--- src/rtl/atm_keypad_frontend_if.sv ---
// Request bus from the keypad front-end to the ATM core.
// The front-end drives the transaction fields and req_valid, and the core answers with req_ready.
interface atm_keypad_frontend_if #(
  parameter int AMT_W = 32
);
  logic             req_valid;
  logic             req_ready;
  logic             InserCard;
  logic             Language;
  logic [3:0]       Card_ID;
  logic [3:0]       PIN0;
  logic [3:0]       PIN1;
  logic [3:0]       PIN2;
  logic [3:0]       PIN3;
  logic [1:0]       operation;
  logic [AMT_W-1:0] CashDeposited;
  logic [AMT_W-1:0] CashWithdrawed;

  modport master (
    output req_valid, InserCard, Language, Card_ID, PIN0, PIN1, PIN2, PIN3,
           operation, CashDeposited, CashWithdrawed,
    input  req_ready
  );

  modport slave (
    input  req_valid, InserCard, Language, Card_ID, PIN0, PIN1, PIN2, PIN3,
           operation, CashDeposited, CashWithdrawed,
    output req_ready
  );
endinterface

--- src/rtl/atm_keypad_frontend.sv ---
// ATM keypad front-end. It collects the card ID, language, PIN, operation and amount,
// then presents one transaction to the core over a valid/ready handshake.
// Optional macro KEYPAD_TIMEOUT_EN: an inactivity timeout in LANG..AMOUNT that acts like CANCEL.
module atm_keypad_frontend #(
  parameter int AMT_W          = 32,
  parameter int TIMEOUT_CYCLES = 1000
) (
  input  logic                  clk,
  input  logic                  rst,
  input  logic                  card_present,
  input  logic [3:0]            card_id_in,
  input  logic                  key_valid,
  input  logic [3:0]            key_code,
  output logic                  key_ready,
  atm_keypad_frontend_if.master core,
  output logic                  abort,
  output logic [2:0]            fsm_state
);
  typedef enum logic [2:0] {
    IDLE = 3'd0, LANG = 3'd1, PIN = 3'd2, OP = 3'd3, AMOUNT = 3'd4, SEND = 3'd5, DONE = 3'd6
  } state_t;

  localparam logic [3:0] K_ENTER  = 4'hA;
  localparam logic [3:0] K_CLEAR  = 4'hB;
  localparam logic [3:0] K_CANCEL = 4'hC;

  state_t           state, state_n;
  logic             locked, locked_n;
  logic             inser, inser_n;
  logic             lang, lang_n;
  logic [3:0]       card_id, card_id_n;
  logic [3:0]       pin [4];
  logic [3:0]       pin_n [4];
  logic [2:0]       cnt, cnt_n;
  logic [1:0]       op, op_n;
  logic [AMT_W-1:0] acc, acc_n;
  logic             sat, sat_n;
  logic [AMT_W-1:0] dep, wd;
  logic             req_valid;
  logic             take, is_digit, clr, tmo;
  logic [AMT_W+3:0] acc_x10;

  assign take     = key_valid & key_ready;
  assign is_digit = (key_code <= 4'd9);
  assign acc_x10  = (AMT_W+4)'(acc) * (AMT_W+4)'(10) + (AMT_W+4)'(key_code);

`ifdef KEYPAD_TIMEOUT_EN
  localparam int TW = $clog2(TIMEOUT_CYCLES + 1);
  logic [TW-1:0] idle_cnt;
  logic          active;
  assign active = (state == LANG) || (state == PIN) || (state == OP) || (state == AMOUNT);
  assign tmo    = active && !take && (idle_cnt == TW'(TIMEOUT_CYCLES - 1));

  // Inactivity counter: reloads on a consumed key or a state change, and is frozen outside LANG..AMOUNT.
  always_ff @(posedge clk or posedge rst) begin
    if (rst)                          idle_cnt <= '0;
    else if (take || state_n != state) idle_cnt <= '0;
    else if (active)                  idle_cnt <= idle_cnt + TW'(1);
  end
`else
  logic unused_timeout;
  assign tmo            = 1'b0;
  assign unused_timeout = ^TIMEOUT_CYCLES;
`endif

  // Next-state and next-field computation. Card removal outranks any key in the same cycle.
  always_comb begin
    state_n   = state;
    locked_n  = locked;
    inser_n   = inser;
    lang_n    = lang;
    card_id_n = card_id;
    pin_n     = pin;
    cnt_n     = cnt;
    op_n      = op;
    acc_n     = acc;
    sat_n     = sat;
    clr       = 1'b0;
    case (state)
      IDLE: begin
        // After a cancel, the locked flag keeps the same card from re-entering until it is removed.
        if (locked) begin
          if (!card_present) locked_n = 1'b0;
        end else if (card_present) begin
          card_id_n = card_id_in;
          inser_n   = 1'b1;
          state_n   = LANG;
        end
      end
      DONE: begin
        if (!card_present) begin
          clr     = 1'b1;
          state_n = IDLE;
        end
      end
      default: begin
        if (!card_present) begin
          clr     = 1'b1;
          state_n = IDLE;
        end else if ((take && key_code == K_CANCEL) || tmo) begin
          clr      = 1'b1;
          locked_n = 1'b1;
          state_n  = IDLE;
        end else begin
          case (state)
            LANG: if (take && key_code <= 4'd1) begin
              lang_n  = key_code[0];
              state_n = PIN;
            end
            PIN: if (take) begin
              if (is_digit) begin
                if (cnt < 3'd4) begin
                  pin_n[cnt[1:0]] = key_code;
                  cnt_n           = cnt + 3'd1;
                end
              end else if (key_code == K_ENTER) begin
                if (cnt == 3'd4) state_n = OP;
              end else if (key_code == K_CLEAR) begin
                pin_n = '{default: '0};
                cnt_n = '0;
              end
            end
            OP: if (take && key_code <= 4'd3) begin
              op_n    = key_code[1:0];
              acc_n   = '0;
              sat_n   = 1'b0;
              state_n = (key_code[1:0] == 2'd1 || key_code[1:0] == 2'd2) ? AMOUNT : SEND;
            end
            AMOUNT: if (take) begin
              if (is_digit) begin
                if (!sat) begin
                  if (|acc_x10[AMT_W+3:AMT_W]) begin
                    acc_n = '1;
                    sat_n = 1'b1;
                  end else begin
                    acc_n = acc_x10[AMT_W-1:0];
                  end
                end
              end else if (key_code == K_ENTER) begin
                state_n = SEND;
              end else if (key_code == K_CLEAR) begin
                acc_n = '0;
                sat_n = 1'b0;
              end
            end
            SEND: if (req_valid && core.req_ready) state_n = DONE;
            default: ;
          endcase
        end
      end
    endcase
    if (clr) begin
      inser_n   = 1'b0;
      lang_n    = 1'b0;
      card_id_n = '0;
      pin_n     = '{default: '0};
      cnt_n     = '0;
      op_n      = '0;
      acc_n     = '0;
      sat_n     = 1'b0;
    end
  end

  // State and output registers. Cash outputs route the accumulator by operation every cycle.
  always_ff @(posedge clk or posedge rst) begin
    if (rst) begin
      state     <= IDLE;
      locked    <= 1'b0;
      inser     <= 1'b0;
      lang      <= 1'b0;
      card_id   <= '0;
      pin       <= '{default: '0};
      cnt       <= '0;
      op        <= '0;
      acc       <= '0;
      sat       <= 1'b0;
      dep       <= '0;
      wd        <= '0;
      req_valid <= 1'b0;
      key_ready <= 1'b0;
      abort     <= 1'b0;
    end else begin
      state     <= state_n;
      locked    <= locked_n;
      inser     <= inser_n;
      lang      <= lang_n;
      card_id   <= card_id_n;
      pin       <= pin_n;
      cnt       <= cnt_n;
      op        <= op_n;
      acc       <= acc_n;
      sat       <= sat_n;
      dep       <= (op_n == 2'd1) ? acc_n : '0;
      wd        <= (op_n == 2'd2) ? acc_n : '0;
      req_valid <= (state_n == SEND);
      key_ready <= (state_n == LANG) || (state_n == PIN) || (state_n == OP) || (state_n == AMOUNT);
      // Completing a transaction (DONE -> IDLE) is not an abandoned session, so it raises no abort.
      abort     <= clr && (state != DONE);
    end
  end

  assign fsm_state           = state;
  assign core.req_valid      = req_valid;
  assign core.InserCard      = inser;
  assign core.Language       = lang;
  assign core.Card_ID        = card_id;
  assign core.PIN0           = pin[0];
  assign core.PIN1           = pin[1];
  assign core.PIN2           = pin[2];
  assign core.PIN3           = pin[3];
  assign core.operation      = op;
  assign core.CashDeposited  = dep;
  assign core.CashWithdrawed = wd;
endmodule

--- src/flat_wrapper.sv ---
// flat-port wrapper written by rule: the top's interface ports become plain ports
module atm_keypad_frontend_flat 
#(
  parameter int AMT_W          = 32,
  parameter int TIMEOUT_CYCLES = 1000
)
  (clk, rst, card_present, card_id_in, key_valid, key_code, key_ready, abort, fsm_state, core_req_valid, core_InserCard, core_Language, core_Card_ID, core_PIN0, core_PIN1, core_PIN2, core_PIN3, core_operation, core_CashDeposited, core_CashWithdrawed, core_req_ready);
  atm_keypad_frontend_if #(.AMT_W(AMT_W)) core_i ();
  input  logic clk;
  input  logic rst;
  input  logic card_present;
  input  logic [3:0] card_id_in;
  input  logic key_valid;
  input  logic [3:0] key_code;
  output logic key_ready;
  output logic abort;
  output logic [2:0] fsm_state;
  output wire logic [$bits(core_i.req_valid)-1:0] core_req_valid;
  output wire logic [$bits(core_i.InserCard)-1:0] core_InserCard;
  output wire logic [$bits(core_i.Language)-1:0] core_Language;
  output wire logic [$bits(core_i.Card_ID)-1:0] core_Card_ID;
  output wire logic [$bits(core_i.PIN0)-1:0] core_PIN0;
  output wire logic [$bits(core_i.PIN1)-1:0] core_PIN1;
  output wire logic [$bits(core_i.PIN2)-1:0] core_PIN2;
  output wire logic [$bits(core_i.PIN3)-1:0] core_PIN3;
  output wire logic [$bits(core_i.operation)-1:0] core_operation;
  output wire logic [$bits(core_i.CashDeposited)-1:0] core_CashDeposited;
  output wire logic [$bits(core_i.CashWithdrawed)-1:0] core_CashWithdrawed;
  input wire logic [$bits(core_i.req_ready)-1:0] core_req_ready;
  assign core_req_valid = core_i.req_valid;
  assign core_InserCard = core_i.InserCard;
  assign core_Language = core_i.Language;
  assign core_Card_ID = core_i.Card_ID;
  assign core_PIN0 = core_i.PIN0;
  assign core_PIN1 = core_i.PIN1;
  assign core_PIN2 = core_i.PIN2;
  assign core_PIN3 = core_i.PIN3;
  assign core_operation = core_i.operation;
  assign core_CashDeposited = core_i.CashDeposited;
  assign core_CashWithdrawed = core_i.CashWithdrawed;
  assign core_i.req_ready = core_req_ready;
  atm_keypad_frontend #(.AMT_W(AMT_W), .TIMEOUT_CYCLES(TIMEOUT_CYCLES)) u_core (.clk(clk), .rst(rst), .card_present(card_present), .card_id_in(card_id_in), .key_valid(key_valid), .key_code(key_code), .key_ready(key_ready), .core(core_i), .abort(abort), .fsm_state(fsm_state));
endmodule
--- config.mk ---
export PLATFORM = sky130hd
export DESIGN_NAME = atm_keypad_frontend_flat
export DESIGN_NICKNAME = d
export VERILOG_FILES = /design/src/rtl/atm_keypad_frontend_if.sv /design/src/rtl/atm_keypad_frontend.sv /design/src/flat_wrapper.sv
export SDC_FILE = /design/constraint.sdc
export NUM_CORES = 1
export LEC_CHECK = 0
export CAP_MARGIN = 40
export CORE_MARGIN = 2
export CORE_UTILIZATION = 45
export DETAILED_ROUTE_END_ITERATION = 10
export PLACE_DENSITY = 0.82
export SYNTH_ARGS = -nofsm -noshare
export SYNTH_HDL_FRONTEND = slang
export SYNTH_SLANG_ARGS = --single-unit
--- constraint.sdc ---
create_clock -name clk -period 4.9 [get_ports clk]
set_clock_uncertainty 0.2 [all_clocks]
set_input_delay 0.735 -clock clk [delete_from_list [all_inputs] [get_ports clk]]
set_output_delay 0.735 -clock clk [all_outputs]
set_load 0.02 [all_outputs]
* Word-level counts from Yosys, hierarchy flattened
Index checks and enable logic that the tools add are counted.
** Storage, ports and cells
- Output and inout port bits :: 94
- Word-level logic and storage cells :: 183
- Bits of input ports :: 13
- Register bits after elaboration :: 131
** Cells by class
- Multiply operators :: 1
- Reductions and logical operators :: 28
- Muxes and demuxes :: 96
- Bitwise gates (word level) :: 3
- Equal/unequal tests :: 29
- $lt $le $gt $ge :: 6
- Add/sub/neg operators :: 2
** Operators with widths (count)
- 32-bit 2-to-1 mux :: 13
- 16-bit 2-to-1 mux :: 10
- 3-bit 2-to-1 mux :: 25
- 32-bit one-hot mux with 2 select lines :: 1
- 36-bit by 4-bit adder with 36-bit output :: 1
- 32-bit by 3-bit multiplier with 35-bit output (second input constant) :: 1
- 1-bit 2-to-1 mux :: 29
- 4-bit 2-to-1 mux :: 5
- 3-bit == test (second input constant) :: 6
- 16-bit bitwise mux :: 1
- 8-bit AND reduction :: 2
- 2-bit nonzero test :: 8
- 3-bit one-hot mux with 5 select lines :: 1
- 3-bit by 2-bit == test with 1-bit output (second input constant) :: 4
- 4-bit == test (second input constant) :: 3
- 2-bit 2-to-1 mux :: 6
- 3-bit by 1-bit inequality test with 1-bit output (second input constant) :: 3
- 4-bit demux with 2-bit select :: 1
- 3-bit by 1-bit == test with 1-bit output (second input constant) :: 2
- 1-bit logical AND :: 6
- 3-bit inequality test (second input constant) :: 2
- 1-bit one-hot mux with 2 select lines :: 3
- 3-bit one-hot mux with 2 select lines :: 1
- 3-bit AND reduction :: 2
- other kinds (22) :: 29

* Logic depth before layout (Yosys ltp)
- Depth in word-level cells :: 14
- Mapped depth :: 17
- Depth with buffers taken out :: 15

* Worst setup path before layout
No wires, ideal clock.
- Path kind :: reg2reg
- Start point :: register u_core.acc[1]
- End point :: register u_core.wd[29], in the netlist u_core.core.CashWithdrawed[29]
- Data arrival time :: 4228 ps
- Clock period less this slack :: 4571 ps
- Buffers on the path :: 2
- Path slack :: 329 ps
- Cell stages (with the launch flop) :: 18
- Setup time :: 143 ps
- Cell sequence :: dfrtp_1 -> ha_1 -> ha_1 -> inv_1 -> fa_1 -> nand2b_1 -> a21oi_1 -> xor2_1 -> and4_1 -> nand4_1 -> nor3_2 -> and3_1 -> or4b_1 -> buf_2 -> mux2i_1 -> buf_2 -> nor4_1 -> nor4b_2
** Between the ends
- Longest elaborated chain between the ends :: 13
** Ends and longest elaborated chain
- start, declared :: RTL line atm_keypad_frontend.sv:36 : logic [AMT_W-1:0] acc, acc_n;
- start signal, assigned :: RTL line atm_keypad_frontend.sv:191 : acc <= acc_n;
- 32-bit by 3-bit multiplier with 35-bit output * :: RTL line atm_keypad_frontend.sv:45 : assign acc_x10 = (AMT_W+4)'(acc) * (AMT_W+4)'(10) + (AMT_W+4)'(key_code);
- 36-bit by 4-bit adder with 36-bit output * :: RTL line atm_keypad_frontend.sv:45
- 4-bit OR reduction :: RTL line atm_keypad_frontend.sv:132 : if (|acc_x10[AMT_W+3:AMT_W]) begin
- 32-bit 2-to-1 mux * :: RTL line atm_keypad_frontend.sv:132
- 32-bit 2-to-1 mux * :: RTL line atm_keypad_frontend.sv:131 : if (!sat) begin
- 32-bit 2-to-1 mux * :: RTL line atm_keypad_frontend.sv:130 : if (is_digit) begin
- 32-bit 2-to-1 mux * :: RTL line atm_keypad_frontend.sv:129 : AMOUNT: if (take) begin
- 32-bit one-hot mux with 2 select lines * :: RTL line atm_keypad_frontend.sv:105 : case (state)
- 32-bit 2-to-1 mux * :: RTL line atm_keypad_frontend.sv:100 : end else if ((take && key_code == K_CANCEL) || tmo) begin
- 32-bit 2-to-1 mux * :: RTL line atm_keypad_frontend.sv:97 : if (!card_present) begin
- 32-bit 2-to-1 mux * :: RTL line atm_keypad_frontend.sv:79 : case (state)
- 32-bit 2-to-1 mux * :: RTL line atm_keypad_frontend.sv:152 : if (clr) begin
- 32-bit 2-to-1 mux * :: RTL line atm_keypad_frontend.sv:194 : wd <= (op_n == 2'd2) ? acc_n : '0;
- end signal, assigned :: RTL line atm_keypad_frontend.sv:194
- end, declared :: RTL line atm_keypad_frontend.sv:38 : logic [AMT_W-1:0] dep, wd;
Every way passes the cells marked *; elsewhere a longest branch is shown, timed or not.
A chain may end at the register's enable or synchronous reset.

* Worst setup path after layout
- Start point :: register u_core.acc[10]
- End point :: register u_core.acc[10]
** Between the ends
- Longest elaborated chain between the ends :: 12
- Elaborated cells between the ends (all ways) :: 15
** Ends and longest elaborated chain (RTL line)
- 32-bit by 3-bit multiplier with 35-bit output :: atm_keypad_frontend.sv:45
- 36-bit by 4-bit adder with 36-bit output :: atm_keypad_frontend.sv:45
- 4-bit OR reduction :: atm_keypad_frontend.sv:132
- 32-bit 2-to-1 mux :: atm_keypad_frontend.sv:132
- 32-bit 2-to-1 mux :: atm_keypad_frontend.sv:131
- 32-bit 2-to-1 mux :: atm_keypad_frontend.sv:130
- 32-bit 2-to-1 mux :: atm_keypad_frontend.sv:129
- 32-bit one-hot mux with 2 select lines :: atm_keypad_frontend.sv:105
- 32-bit 2-to-1 mux :: atm_keypad_frontend.sv:100
- 32-bit 2-to-1 mux :: atm_keypad_frontend.sv:97
- 32-bit 2-to-1 mux * :: atm_keypad_frontend.sv:79
- 32-bit 2-to-1 mux * :: atm_keypad_frontend.sv:152
- net u_core.acc_n[10] :: atm_keypad_frontend.sv:36
The timed path passes the listed nets; every way through them passes the cells marked *.

==> metrics <==
final hold viol count 0; core area between 0.015 and 0.02 mm²; Hold Path Depth 1; max-capacitance violation count 0; final setup fails 0; Max-slew headroom between 50% and 60%; status complete, no violations; Die Y around 140 µm; Die Span X about 140 µm; synthesized cell area ~0.0085 mm²; CTS sink cnt 131; HP Start u_core.core.PIN3[3]$_DFFE_PP0P_; worst-skew pair later-pin latency 0.43 ns; cells on worst reg2reg path 14; most frequent cells in the layout 147 x a21oi_1, 131 x dfrtp_1, 106 x clkdlybuf4s50_1, 96 x buf_4, 91 x nand2_1; most common cell after layout, fill and taps aside a21oi_1; final wirelength around 25000 µm; setup slack, reg-to-reg approximately 0.12 ns; critical path class register to register; Inserted Clock Buffers 17; post-synth cell types 78; final RePlAce weighted congestion between 0.9 and 1; final net count 1221; prevailing post-synth register cell dfrtp_1; first-pass GRT wire length 39500 µm; Post-synth EDFFs 0; Via Count between 8000 and 9000; buffers added on ports 106; Iteration-0 DRC Markers ~760; wire per inst 18.0 µm; Hold Slack a little under 0.3 ns; Hold Crit Endpoint u_core.core.PIN3[3]$_DFFE_PP0P_; Finished Layout Cells around 1400; r2r endpoint u_core.acc[10]$_DFF_PP0_; Synth Register Bits about 130; Initial DRT Pass Iterations 5; post-DP HPWL roughly 18000 µm; Worst Path Max Fanout 6; initial antenna violation count 0; Worst Setup SP u_core.acc[10]$_DFF_PP0_; CTS H-tree lvls 4; starting density of the core 45.6%; Async SR Flop Fraction 100%; die area approximately 0.02 mm²; GRT overflow 0; Worst setup EP type register; CTS tree built; Leak Pwr 5.11 nW; count of pins over their slew limit 0; Slew @ Worst Pin just under 0.7 ns; Mapped Avg Cell Area around 8.9 µm²; # rows 50; Post-Syn Nets between 1000 and 1500; Ys Warns 0; Max clock buf depth 2; worst reg2reg startpoint u_core.acc[10]$_DFF_PP0_; fmax 209 MHz; Cells after Synth ~950; placed insts around 1300; number of global-route vias before repair 7762; fraction of layout cells with a size suffix above 1 between 10% and 20%; num ports around 110; post-layout min period between 4 and 5 ns; gr usage total around 25%; fin crit share between 90 and 100%; clk root buf clkbuf_16; n_diodes 0; clock slew at reported path FFs 0.06 ns; CP arrival ~4.9 ns; detailed-route DRC error count 0; peak supply drop 344 µV; area grow syn2layout 31.6%; sequential fraction of the synthesis area between 30% and 40%; vias per cell 5.94; largest net degree at the start of global routing 85; Worst setup SP type register; required time worst endpoint between 4 and 5 ns; total power around 3.5 mW; Worst Hold Class register to register; Post-DRT Antenna Nets 0; Power Density ~310 mW/mm²
critical path, stage by stage, from the launching register on:
cell and delay [ns]:
dfrtp_1 0.44, ha_1 0.32, ha_1 0.38, a21oi_1 0.20, o21ai_0 0.16, a21oi_1 0.37
nand3_1 0.23, a311oi_1 0.42, xnor2_1 0.24, nand3_1 0.12, or4b_4 0.53, buf_4 0.18
or4b_1 0.48, a31oi_2 0.25, nor4_1 0.10
area by class of cell:
type	instances	area (µm²)
Sequential cell	131	3280
Tap cell	234	293
Multi-Input combinational cell	749	4990
Clock inverter	14	153
Timing Repair Buffer	207	1890
Inverter	28	108
Fill cell	1560	7440
Clock buffer	17	425
worst max-delay path by stage:
stage	end	slack [ns]
2_1_floorplan	u_core.core.CashWithdrawed[29]$_DFF_PP0_	0.33
3_3_place_gp	u_core.core.CashWithdrawed[23]$_DFF_PP0_	-0.13
3_5_place_dp	u_core.core.CashDeposited[29]$_DFF_PP0_	-0.09
4_1_cts	u_core.core.CashWithdrawed[5]$_DFF_PP0_	-0.002
5_1_grt	u_core.acc[10]$_DFF_PP0_	-0.06
6_report	u_core.acc[10]$_DFF_PP0_	0.12
logic make-up (layout without fill, tap and decap cells):
kind of cell	count (synthesis)	in the layout	synth area share [%]
DFF	131	131	38.7
and+or+nand+nor	307	307	17.5
xor gates and xnor gates	47	47	4.95
muxes	10	10	1.33
adders and majority gates	74	74	11.1
AOI/OAI and AO/OA	311	311	22.9
buffers and inverters	72	266	3.49
synth_stat cells (all sizes together), types with 9 or more instances:
master / n / area (µm²)
buf: 13 / 72.6
nor4: 11 / 68.8
nor2: 84 / 315
nor3: 19 / 100
nand2: 91 / 342
and3: 11 / 68.8
a211oi: 9 / 77.6
xnor2: 22 / 193
inv: 28 / 105
xor2: 25 / 226
a21oi: 151 / 771
o21ai: 58 / 290
ha: 72 / 901
a31oi: 10 / 68.8
nand4: 17 / 106
clkbuf: 31 / 118
and2: 10 / 62.6
nand3: 22 / 110
mux2i: 10 / 113
a32o: 16 / 160
dfrtp: 131 / 3280
a21o: 13 / 97.6
per-stage QoR:
stage | util (%) | area [µm²] | TNS [ns] | setup WS (ns)
2_1_floorplan | - | 8470 | 0 | 0.329
3_3_place_gp | 56.0 | 10400 | -4.19 | -0.133
3_5_place_dp | 56.3 | 10500 | -0.308 | -0.0928
4_1_cts | 59.5 | 11100 | -0.00245 | -0.00245
5_1_grt | 60.0 | 11100 | -1.02 | -0.0605
6_report | 60.0 | 11100 | 0 | 0.124
power by group:
part,switching (mW),internal (mW)
sequential,0.0844,1.18
clock,0.515,0.752
combinational,0.577,0.390
total,1.18,2.32
sequential cells by signal (all words and copies together) (netlist names), 2 cells and up:
register	flops
u_core.core.CashWithdrawed	32
u_core.core.PIN1	4
u_core.core.PIN0	4
u_core.core.PIN3	4
u_core.core.operation	2
u_core.acc	32
u_core.core.PIN2	4
u_core.core.CashDeposited	32
u_core.core.Card_ID	4
u_core.cnt	3
u_core.fsm_state	3
routing by layer:
layer	GRT usage, %	wire (µm)	part of all wire [%]	vias up
li1	-	-	-	3857
met1	33.0	10800	44	3914
met2	39.9	11300	46	368
met3	5.30	2020	8.1	59
met4	10.5	704	2.8	0
met5	0	0	0	-
what timing repair did:
item	in CTS	in global routing
setup buffers	0	1
resized for setup	4	15
hold buffers	0	0
setup endpoints to repair	20	96
(Power assumes the default switching activity.)
